## src/rtl/mmio_gpio_out_pkg.sv

```systemverilog
// Shared register map, address decode and byte-merge helpers for mmio_gpio_out.
package mmio_gpio_out_pkg;

  localparam int unsigned WINDOW_BYTES = 64;

  localparam logic [5:0] OFF_DATA0  = 6'h00;
  localparam logic [5:0] OFF_MODE   = 6'h20;
  localparam logic [5:0] OFF_PERIOD = 6'h24;
  localparam logic [5:0] OFF_STATUS = 6'h28;

  typedef enum logic [2:0] {
    RegNone,
    RegData,
    RegMode,
    RegPeriod,
    RegStatus
  } regSel_t;

  // Channel index of a DATA register offset.
  function automatic logic [2:0] dataIndex(input logic [5:0] off);
    logic [5:0] rel;
    rel = off - OFF_DATA0;
    return rel[4:2];
  endfunction

  // Classify a window offset; DATA slots beyond the configured channels decode as RegNone.
  function automatic regSel_t decodeOffset(input logic [5:0] off, input int unsigned channels);
    logic [5:0] word;
    word = {off[5:2], 2'b00};
    if (word < OFF_MODE) begin
      if (32'(dataIndex(word)) < channels) return RegData;
      return RegNone;
    end
    case (word)
      OFF_MODE:   return RegMode;
      OFF_PERIOD: return RegPeriod;
      OFF_STATUS: return RegStatus;
      default:    return RegNone;
    endcase
  endfunction

  // Replace the strobed bytes of oldWord with the matching bytes of newWord.
  function automatic logic [31:0] mergeBytes(input logic [31:0] oldWord, input logic [31:0] newWord,
                                             input logic [3:0] strb);
    logic [31:0] res;
    res = oldWord;
    for (int unsigned b = 0; b < 4; b++) begin
      if (strb[b]) res[8*b +: 8] = newWord[8*b +: 8];
    end
    return res;
  endfunction

endpackage

```

## src/rtl/mmio_gpio_out_blink_timer.sv

```systemverilog
// Half-period blink timer: free-running counter plus phase flip-flop.
module blink_timer #(
  parameter int unsigned pPeriodWidth = 24
) (
  input  logic                    iwClk,
  input  logic                    iwnRst,
  input  logic [pPeriodWidth-1:0] iwPeriod,
  input  logic                    iwClear,
  output logic                    owPhase
);

  logic [pPeriodWidth-1:0] count;
  logic                    phaseReg;

  // Count to PERIOD-1 then wrap and toggle; a PERIOD write restarts the count without touching phase.
  always_ff @(posedge iwClk) begin
    if (!iwnRst) begin
      count    <= '0;
      phaseReg <= 1'b1;
    end else if (iwClear) begin
      count <= '0;
    end else if (iwPeriod == '0) begin
      count    <= '0;
      phaseReg <= 1'b1;
    end else if (count == iwPeriod - pPeriodWidth'(1)) begin
      count    <= '0;
      phaseReg <= ~phaseReg;
    end else begin
      count <= count + pPeriodWidth'(1);
    end
  end

  // A zero period forces phase high from the cycle PERIOD becomes zero.
  always_comb begin
    owPhase = phaseReg | (iwPeriod == '0);
  end

endmodule

```

## src/rtl/mmio_gpio_out.sv

```systemverilog
// Memory-mapped output peripheral: per-channel DATA, blink MODE, PERIOD and STATUS registers.
module mmio_gpio_out
  import mmio_gpio_out_pkg::*;
#(
  parameter logic [31:0]             pBaseAddr      = 32'h0000_1000,
  parameter int unsigned             pChannels      = 1,
  parameter int unsigned             pOutWidth      = 8,
  parameter int unsigned             pPeriodWidth   = 24,
  parameter logic [pPeriodWidth-1:0] pDefaultPeriod = 24'd12_500_000
) (
  input  logic                           iwClk,
  input  logic                           iwnRst,
  input  logic [31:0]                    iwReadAddr,
  input  logic [31:0]                    iwWriteAddr,
  input  logic [31:0]                    iwWriteData,
  input  logic [3:0]                     iwWstrb,
  output logic [31:0]                    owReadData,
  output logic                           owReadHit,
  output logic [pChannels*pOutWidth-1:0] owOut
);

  localparam int unsigned WinLsb = $clog2(WINDOW_BYTES);

  logic [pOutWidth-1:0]    dataReg [pChannels];
  logic [pChannels-1:0]    modeReg;
  logic [pPeriodWidth-1:0] periodReg;
  logic                    phase;

  logic        wrEn;
  logic        periodWrite;
  regSel_t     wrSel;
  regSel_t     rdSel;
  logic [2:0]  wrIdx;
  logic [2:0]  rdIdx;
  logic        rdInWin;
  logic [31:0] rdWord;

  // Decode both bus sides against the window.
  always_comb begin
    wrEn        = (iwWriteAddr[31:WinLsb] == pBaseAddr[31:WinLsb]) && (iwWstrb != '0);
    wrSel       = decodeOffset(iwWriteAddr[5:0], pChannels);
    wrIdx       = dataIndex(iwWriteAddr[5:0]);
    periodWrite = wrEn && (wrSel == RegPeriod);
    rdInWin     = (iwReadAddr[31:WinLsb] == pBaseAddr[31:WinLsb]);
    rdSel       = decodeOffset(iwReadAddr[5:0], pChannels);
    rdIdx       = dataIndex(iwReadAddr[5:0]);
  end

  // Register file writes; strobed bytes above each register's width fall away in the truncation.
  always_ff @(posedge iwClk) begin
    if (!iwnRst) begin
      for (int unsigned n = 0; n < pChannels; n++) dataReg[n] <= '0;
      modeReg   <= '0;
      periodReg <= pDefaultPeriod;
    end else if (wrEn) begin
      for (int unsigned n = 0; n < pChannels; n++) begin
        if (wrSel == RegData && 32'(wrIdx) == n)
          dataReg[n] <= pOutWidth'(mergeBytes(32'(dataReg[n]), iwWriteData, iwWstrb));
      end
      if (wrSel == RegMode)
        modeReg <= pChannels'(mergeBytes(32'(modeReg), iwWriteData, iwWstrb));
      if (wrSel == RegPeriod)
        periodReg <= pPeriodWidth'(mergeBytes(32'(periodReg), iwWriteData, iwWstrb));
    end
  end

  blink_timer #(
    .pPeriodWidth(pPeriodWidth)
  ) uTimer (
    .iwClk   (iwClk),
    .iwnRst  (iwnRst),
    .iwPeriod(periodReg),
    .iwClear (periodWrite),
    .owPhase (phase)
  );

  // Read mux over the pre-write register state.
  always_comb begin
    rdWord = '0;
    case (rdSel)
      RegData: begin
        for (int unsigned n = 0; n < pChannels; n++) begin
          if (32'(rdIdx) == n) rdWord = 32'(dataReg[n]);
        end
      end
      RegMode:   rdWord = 32'(modeReg);
      RegPeriod: rdWord = 32'(periodReg);
      RegStatus: rdWord = {31'b0, phase};
      default:   rdWord = '0;
    endcase
  end

  // Registered read response with hit flag.
  always_ff @(posedge iwClk) begin
    if (!iwnRst) begin
      owReadData <= '0;
      owReadHit  <= 1'b0;
    end else begin
      owReadHit  <= rdInWin;
      owReadData <= rdInWin ? rdWord : '0;
    end
  end

  // Channel outputs: blink-mode channels are blanked while phase is low.
  always_comb begin
    owOut = '0;
    for (int unsigned n = 0; n < pChannels; n++) begin
      owOut[n*pOutWidth +: pOutWidth] = (modeReg[n] && !phase) ? '0 : dataReg[n];
    end
  end

endmodule

```

## config.mk

```make
export PLATFORM = sky130hd
export DESIGN_NAME = mmio_gpio_out
export DESIGN_NICKNAME = d
export VERILOG_FILES = /design/src/rtl/mmio_gpio_out_pkg.sv /design/src/rtl/mmio_gpio_out_blink_timer.sv /design/src/rtl/mmio_gpio_out.sv
export SDC_FILE = /design/constraint.sdc
export NUM_CORES = 1
export LEC_CHECK = 0
export ABC_AREA = 1
export CAP_MARGIN = 20
export CORE_ASPECT_RATIO = 0.7
export CORE_MARGIN = 2
export CORE_UTILIZATION = 35
export CTS_CLUSTER_SIZE = 24
export DETAILED_ROUTE_END_ITERATION = 6
export SETUP_SLACK_MARGIN = 0.2
export SKIP_LAST_GASP = 1
export SLEW_MARGIN = 10
export SYNTH_ARGS = -nofsm -noshare
export SYNTH_HDL_FRONTEND = slang
export SYNTH_SLANG_ARGS = --single-unit
export TNS_END_PERCENT = 1
```

## constraint.sdc

```tcl
create_clock -name iwClk -period 2.9 [get_ports iwClk]
set_input_delay 0.29 -clock iwClk [delete_from_list [all_inputs] [get_ports iwClk]]
set_output_delay 0.29 -clock iwClk [all_outputs]
set_load 0.005 [all_outputs]
```

# After elaboration in Yosys (flattened, before gate mapping)
# Memory sizes are Yosys's and may differ from the RTL's.
# Index checks and enable logic that the tools add are counted.
# totals
register_bits,83
latch_bits,0
ramBits,8
mem_bits_ro,0
in_bits,102
out_inout_bits,41
elab_cells,85
mem_count,1
# op_classes
n_addsub,2
n_mul,0
div_mod_pow,0
magnitude_cmp,4
eq_ne,16
shift,0
mux,32
bitwise_logic,4
n_reduce_logical,18
# memory_table
name,words,word_bits,rd,rd_clocked_by_memory_dff,write_ports,line_no,text
dataReg,1,8,1,0,1,mmio_gpio_out.sv:24,logic [pOutWidth-1:0] dataReg [pChannels];
# op_table
operator,n
32-bit one-hot mux with 4 select lines,1
8-bit 2-to-1 mux,7
26-bit by 7-bit == test with 1-bit output (second input constant),2
24-bit by 1-bit adder with 24-bit output (second input constant),1
24-bit == test,1
4-bit == test (second input constant),6
24-bit zero test,1
3-bit 2-to-1 mux,8
24-bit by 1-bit subtractor with 24-bit output (second input constant),1
3-bit one-hot mux with 3 select lines,2
1-bit 2-to-1 mux,14
3-bit by 2-bit == test with 1-bit output (second input constant),4
6-bit < comparator (second input constant),2
3-bit AND reduction,4
8-bit OR reduction,1
3-bit by 1-bit == test with 1-bit output (second input constant),2
3-bit zero test,2
3-bit by 1-bit < comparator with 1-bit output (second input constant),2
1-bit logical AND,4
2-bit AND reduction,2
4-bit nonzero test,1
4-bit OR reduction,1
3-bit == test (second input constant),1
1-bit inverter,3
other kinds (3),3

# Logic depth before layout (Yosys ltp)
# Gate-level depths: netlist (run 1).
# depth
ltp_word,14
ltp_mapped,18
mapped_depth_nobuf,17

# By module
# A second synthesis (run 1) with hierarchy kept.
# hier_totals
cells_unflattened,765
hier_area_um2,5061.1
# modules_own_cells
module,instances,cells_each,area_per_inst_um2,seq_area_each_um2
mmio_gpio_out,1,387,2773.9,1241.2
blink_timer,1,378,2287.2,500.5

# Worst setup path after synthesis (run 1)
# No wires, ideal clock.
# synth_path
path_type,input-to-reg
start,input iwWriteAddr[27]
end,memory dataReg[0][0] (enable)
setup_time_ns,0.384
t_arrival_ns,2.105
required_ns,2.516
setup_slack_ns,0.411
path_stages,8
n_path_buf,1
cell_sequence,or2_1 -> nor3_1 -> nand4_1 -> nor4_1 -> and2_1 -> clkbuf_1 -> nand4_1 -> o21ai_0
# synth_via
elab_chain_cells,7
# synth_lines
element,line_no,text
from (decl),mmio_gpio_out.sv:14,"input logic [31:0] iwWriteAddr,"
26-bit by 7-bit == test with 1-bit output *,mmio_gpio_out.sv:40,wrEn = (iwWriteAddr[31:WinLsb] == pBaseAddr[31:WinLsb]) && (iwWstrb != '0);
1-bit logical AND *,mmio_gpio_out.sv:40,
1-bit 2-to-1 mux *,mmio_gpio_out.sv:55,end else if (wrEn) begin
1-bit 2-to-1 mux *,mmio_gpio_out.sv:51,if (!iwnRst) begin
1-bit 2-to-1 mux (implied by the code) *,mmio_gpio_out.sv:58,"dataReg[n] <= pOutWidth'(mergeBytes(32'(dataReg[n]), iwWriteData, iwWstrb));"
8-bit OR reduction (no line),--,
1-bit 2-to-1 mux (no line) *,--,
to (decl),mmio_gpio_out.sv:24,
# Mark *: on every way between the ends. The rest lies on a longest branch, timed or not.

# Worst setup path in the final report (run 1)
# layout_path
start,register periodReg[4]
end,output owOut[6]
# layout_via
elab_chain_cells,5
# layout_lines
element,line_no,text
from (decl),mmio_gpio_out.sv:26,logic [pPeriodWidth-1:0] periodReg;
from (signal assigned),mmio_gpio_out.sv:54,periodReg <= pDefaultPeriod;
from (signal assigned),mmio_gpio_out.sv:63,"periodReg <= pPeriodWidth'(mergeBytes(32'(periodReg), iwWriteData, iwWstrb));"
24-bit zero test,mmio_gpio_out_blink_timer.sv:35,owPhase = phaseReg | (iwPeriod == '0);
1-bit OR,mmio_gpio_out_blink_timer.sv:35,
1-bit zero test,mmio_gpio_out.sv:108,owOut[n*pOutWidth +: pOutWidth] = (modeReg[n] && !phase) ? '0 : dataReg[n];
1-bit logical AND,mmio_gpio_out.sv:108,
8-bit 2-to-1 mux,mmio_gpio_out.sv:108,
to (decl),mmio_gpio_out.sv:19,output logic [pChannels*pOutWidth-1:0] owOut
# No other way between the ends.

==> results of run 1 <==
registers in the layout (all words and copies together) (netlist names):
| register | flops |
|---|---|
| owReadData | 24 |
| periodReg | 24 |
| uTimer.count | 24 |
| dataReg | 8 |
| modeReg | 1 |
| owReadHit | 1 |
| uTimer.phaseReg | 1 |
kinds of logic (layout without fill, tap and decap cells):
logic type                 count (synthesis)  after routing
AOI/OAI and AO/OA                         32             32
and+or+nand+nor                          405            405
adders and majority gates                  3              3
xor gates and xnor gates                  40             40
DFF                                       83             83
buffers and inverters                    119            244
other                                      1              8
layer usage:
| metal | GRT usage [%] | wire length [um] |
|---|---|---|
| met3 | 4.02 | 1050 |
| met2 | 30.1 | 5580 |
| met4 | 4.04 | 104 |
| met5 | 0 | 0 |
| met1 | 26.1 | 6380 |
layout make-up:
type,instances,area [sq um]
fillers,1274,6740
multi-input cells,488,2510
flip-flops and latches,83,1740
repair buffers,130,1290
inverters,98,368
well taps,185,231
clock buffers,9,225
clock inverters,7,72.6
path summary, 6_finish.rpt:
check                              from                          end  slack [ns]  depth (start not counted)
min reg2reg  uTimer.count[0]$_SDFF_PP0_   uTimer.count[0]$_SDFF_PP0_        0.49                          1
max reg2reg   periodReg[1]$_SDFFE_PN0P_  uTimer.count[19]$_SDFF_PP0_        0.47                         15
max           periodReg[4]$_SDFFE_PN0P_                     owOut[6]        0.40                          8
min          uTimer.count[0]$_SDFF_PP0_   uTimer.count[0]$_SDFF_PP0_        0.49                          1
critical path, delay by kind of cell, from the launching register on:
family / cells / cell delay [ns]
flip-flops: 1 / 0.39
AND/OR/NAND/NOR: 6 / 0.94
buffers and inverters: 2 / 0.54
synthesized netlist by cell type, drive strengths merged:
| master | instances |
|---|---|
| nor2 | 126 |
| nor3 | 20 |
| o2111ai | 1 |
| nand4 | 12 |
| nor4 | 13 |
| ha | 3 |
| o21ai | 11 |
| nor3b | 1 |
| or2 | 5 |
| a21boi | 1 |
| nand3 | 64 |
| clkbuf | 9 |
| nor4b | 2 |
| o21bai | 2 |
| nand2 | 157 |
| and3 | 1 |
| conb | 1 |
| xnor2 | 11 |
| xor2 | 28 |
| xnor3 | 1 |
| nand3b | 2 |
| o211ai | 1 |
| inv | 96 |
| dfxtp | 75 |
| a21oi | 15 |
| and2 | 2 |
| buf | 12 |
| a31oi | 1 |
| edfxtp | 8 |
| clkinv | 2 |
power by group through the flow:
stage / clock, mW / sequential (mW) / combinational [mW]
2_1_floorplan: 0 / 1.20 / 0.0720
3_3_place_gp: 0 / 1.20 / 0.212
3_5_place_dp: 0 / 1.20 / 0.213
4_1_cts: 1.18 / 1.17 / 0.215
5_1_grt: 1.23 / 1.17 / 0.232
6_report: 1.16 / 1.17 / 0.214
per-stage QoR:
step | power [mW] | cells | setup WS (ns) | util [%]
2_1_floorplan | 1.27 | 690 | 0.411 | -
3_3_place_gp | 1.41 | 984 | 0.472 | 46.5
3_5_place_dp | 1.41 | 984 | 0.402 | 46.5
4_1_cts | 2.57 | 1000 | 0.225 | 48.8
5_1_grt | 2.64 | 1000 | 0.194 | 48.9
6_report | 2.55 | 1000 | 0.403 | 48.9
repair_timing:
action / in CTS / in global routing
endpoints found under the setup margin: 0 / 8
hold buffers: 0 / 0
hold endpoints to repair: 0 / 0
resized for setup: 0 / 2
==> impl_metrics.yaml, run 1 <==
critical_path:
  crit_path_top_delay_cell: "clkdlybuf4s50_1"
  worst_setup_path_end_kind: "output port"
  critical_path_peak_fanout: 8
  criticalPathCategory: "register to output port"
  worst-endpoint-arrival_ns: 2.21
  cp_data_required_time_ns: 2.61
  critical_path.cell_chain: "nor2_1 -> nand2_2 -> nor2_1 -> nand3_1 -> nand3_2 -> nand2_1 -> inv_1 -> clkdlybuf4s50_1"
  crit_path_max_incr_delay_ns: 0.48
  crit_path_start_kind: "register"
  cp_common_cell: "nor2_1"
power:
  p_leak_nw: 2.66
  power_frac_comb_pct: 8.4
  p_clk_share_pct: 45.5
  switching_fraction_pct: 22.4
  vdd.ir_drop.worst_mv: 0.254
  power.sequential.fraction_pct: 46.1
  internal_power_mw: 1.98
  switching_power_mw: 0.570
  powerDensity_mw_per_mm2: 395
die:
  coreArea_sq_mm: 0.0132
  rows: 35
  design.die.area_sq_mm: 0.0145
  starting_density_pct: 35.9
  die_width_um: 143
  num_io_pins: 143
  fp.dieH_um: 101
logic_synthesis:
  post_synth_xor_area_fraction_pct: 7.69
  synth_compound_area_share_pct: 3.86
  ys_top_cells_by_area: "dfxtp_1, nand2_1, nor2_1, inv_1, nand3_1"
  synth.yosys.seq_area_share_pct: 36.8
  muxShareOfSynthArea_pct: 0
  combinational_family_with_the_most_area_after_synthesis: "simple AND/OR/NAND/NOR gates"
  netlist-cell-type-count: 45
  yosys.area_share.simple_pct: 39.8
  yosys_warnings: 0
  synth_fa_ha_area_share_pct: 0.793
  yosysTopAreaCellShare_pct: 31.7
  syn_area_per_cell_sq_um: 6.93
  post_synthesis_instance_total: 683
  post-synth-top-area-cell: "dfxtp_1"
  syn-cell-area_sq_mm: 0.00473
  yosys_register_bits: 83
cts:
  ctsHtreeMaxLevel: 3
  tritoncts.num_buffers: 9
  cts_max_path_buffers: 2
  post_cts_buffers: 0
  cts_sinks: 83
  tritoncts: "built"
  clkLatencyLatePin_ns: 0.34
  cts.reportedPaths.clkPinSlew_ns: 0.06
  cts.root.buffer_cell: "clkbuf_16"
placed_design:
  number_of_buffers_added_on_ports: 122
  dp_hpwl_mm: 10.6
  placed_cell_area_sq_mm: 0.00613
  final_wtd_congestion: 0.890
finish:
  leading_cell_type_in_the_layout_fill_and_taps_excluded: "nand2_1"
  post-route-cell-area_sq_mm: 0.00644
  insertedDiodeCount: 0
  fraction_of_final_layout_cells_sized_beyond_drive_strength_1_pct: 8.47
  finalNetCount: 915
  area_delta_synth_final_pct: 36.1
  layout.cells.most_common_list: "nand2_1, clkdlybuf4s50_1, nor2_1"
timing:
  worst_slew_margin_rel_pct: 55.8
  timing.hold.ws_ns: 0.492
  setup_total_negative_slack_ns: 0
  tightestPinTransition_ns: 0.659
  post-route-period-util_pct: 86.1
  rsz0062_at_grt: "no"
  finalHoldViolations: 0
  finClkSkew_ns: 0.00720
  final_max_slew_viol_count: 0
  final.min_clock_period_ns: 2.50
  fmax_mhz: 401
  finalSetupViolations: 0
detailed_routing:
  drt.antenna.violating_nets: 0
  post-route-drc-count: 0
  route.detailed.vias_per_inst: 4.61
  drt_wl_cell_um: 13.1
  drt_wl_total_mm: 13.1
  via_count: 4608
  first_pass_drt_iterations: 4
  drt_first_iter_violations: 313
grt:
  grt.total_usage_pct: 18.8
  grt_overflow_total: 0
  grt_pass1_vias: 4347
  grt_first_pass_wirelength_mm: 21.4
  initial_antenna_violation_count: 0
  grt_start_max_net_pins: 25
run_status:
  status: "finished, final reports clean"
run:
  drv_cap: 0
hold_path:
  hold_path_class: "register to register"
(Power assumes the default switching activity.)
==> run 2, diff against run 1 <==
- CORE_MARGIN: 2 -> unset
- SKIP_LAST_GASP: 1 -> unset
==> run 2 against run 1 <==
Net effect: hold slack worse by 0.0066 ns; sequential power about the same; maximum frequency down 2.0%; core utilization up 0.14 points; critical path depth unchanged; total power up 1.5%; first-iteration DRC count down 14%; setup slack worse by 0.050 ns.
==> impl_metrics.yaml, run 2 (synthesis results as in run 1) <==
run_status:
  status: "finished, final reports clean"
cts:
  cts.reportedPaths.clkPinSlew_ns: 0.07
  cts_max_path_buffers: 2
  clkLatencyLatePin_ns: 0.35
  tritoncts.num_buffers: 9
  cts.root.buffer_cell: "clkbuf_16"
  tritoncts: "built"
  cts_hold_repair.buffers: 0
  ctsHtreeMaxLevel: 3
  cts_sinks: 83
  post_cts_buffers: 0
power:
  internal_power_mw: 1.99
  power_mw: 2.58
  switching_power_mw: 0.597
  p_leak_nw: 2.66
  power_frac_comb_pct: 8.4
  power.sequential.fraction_pct: 45.4
  powerDensity_mw_per_mm2: 400
  switching_fraction_pct: 23.1
  p_clk_share_pct: 46.2
  vdd.ir_drop.worst_mv: 0.288
critical_path:
  cp_data_required_time_ns: 2.61
  crit_path_start_kind: "register"
  worst-endpoint-arrival_ns: 2.26
  worst_setup_path_end_kind: "output port"
  critical_path_peak_fanout: 8
  criticalPathCategory: "register to output port"
die:
  starting_density_pct: 35.9
  num_io_pins: 143
  rows: 35
  design.die.area_sq_mm: 0.0140
  die_width_um: 141
  coreArea_sq_mm: 0.0132
  fp.dieH_um: 99.3
finish:
  fraction_of_final_layout_cells_sized_beyond_drive_strength_1_pct: 8.71
  multi_input_comb_area_sq_mm: 0.00252
  post-route-cell-area_sq_mm: 0.00646
  insertedDiodeCount: 0
  layout.cells.most_common_list: "nand2_1, clkdlybuf4s50_1, nor2_1"
  area_delta_synth_final_pct: 36.5
  leading_cell_type_in_the_layout_fill_and_taps_excluded: "nand2_1"
  layout_top_registers: "owReadData x24, periodReg x24, uTimer.count x24"
  fillerInstances: 1307
  finalNonFillerCells: 1000
  finalCoreUtilization_pct: 49.0
  finalNetCount: 915
  layout.area.seq_sq_mm: 0.00174
detailed_routing:
  first_pass_drt_iterations: 5
  via_count: 4639
  drt_wl_total_mm: 13.4
  drt.antenna.violating_nets: 0
  route.detailed.vias_per_inst: 4.64
  drt_wl_cell_um: 13.4
  drt_first_iter_violations: 270
  post-route-drc-count: 0
timing:
  setup_total_negative_slack_ns: 0
  worst_slew_margin_rel_pct: 55.4
  setup_slack_after_layout_ns: 0.354
  final_max_slew_viol_count: 0
  timing.hold.ws_ns: 0.486
  finClkSkew_ns: 0.0125
  rsz0062_at_grt: "yes"
  post-route-period-util_pct: 87.8
  finalHoldViolations: 0
  tightestPinTransition_ns: 0.664
  final.min_clock_period_ns: 2.55
  finalSetupViolations: 0
  fmax_mhz: 393
grt:
  initial_antenna_violation_count: 0
  grt_overflow_total: 0
  grt_start_max_net_pins: 25
  grt.total_usage_pct: 19.9
  grt_first_pass_wirelength_mm: 21.6
  grt_pass1_vias: 4435
placed_design:
  post_place_worst_slack_ns: 0.424
  number_of_buffers_added_on_ports: 122
  placed_cells_incl_taps: 984
  dp_hpwl_mm: 10.9
  final_wtd_congestion: 0.905
  placed_cell_area_sq_mm: 0.00613
hold_path:
  hold_path_class: "register to register"
run:
  drv_cap: 0
-- run 2: cell count changes in the layout (fill, tap and decap cells not counted), sizes merged --
| cell | delta |
|---|---|
| clkinv | -1 |
| inv | +1 |
-- run 2: critical path: stages (launching register included) --
cell and delay (ns):
dfxtp_1 0.40, nor2_2 0.22, nand2_1 0.09, nor2_2 0.26
nand3_2 0.19, nand3_4 0.14, nand2_1 0.07, inv_1 0.05
clkdlybuf4s50_1 0.49
-- run 2: final timing paths --
path              slack (ns)  cells after the start                         start                            to
setup / recovery        0.35                      8    periodReg[14]$_SDFFE_PN0P_                      owOut[6]
hold / removal          0.49                      2  uTimer.phaseReg$_SDFFE_PN1P_  uTimer.phaseReg$_SDFFE_PN1P_
setup reg to reg        0.45                     15     periodReg[0]$_SDFFE_PN0P_   uTimer.count[19]$_SDFF_PP0_
hold reg to reg         0.49                      2  uTimer.phaseReg$_SDFFE_PN1P_  uTimer.phaseReg$_SDFFE_PN1P_
-- run 2: power groups by stage --
stage | logic, mW | clock network [mW] | registers, mW
finish | 0.216 | 1.19 | 1.17
global route | 0.234 | 1.27 | 1.17
CTS | 0.218 | 1.22 | 1.17
detailed placement | 0.216 | 0 | 1.20
global placement | 0.214 | 0 | 1.20
floorplan | 0.0720 | 0 | 1.20
-- run 2: cell type report --
cell class,count,share of cell area [%]
timing repair buffer,130,20.0
inverter,98,5.69
tap,185,3.58
clock inverter,7,1.26
multi-input combinational,488,39.0
clock buffer,9,3.49
sequential,83,27.0
-- run 2: routing by layer --
| metal | share of wire, % | global-route usage [%] | up-vias |
|---|---|---|---|
| li1 | - | - | 2384 |
| met1 | 50 | 27.1 | 2093 |
| met2 | 42 | 31.2 | 148 |
| met3 | 7.5 | 5.20 | 14 |
| met4 | 1.1 | 4.93 | 0 |
| met5 | 0 | 0 | - |
-- run 2: repair_timing --
item / 4_1_cts / 5_1_grt
resized for setup: 1 / 3
setup endpoints to repair: 8 / 23
endpoints found under the hold margin: 0 / 0
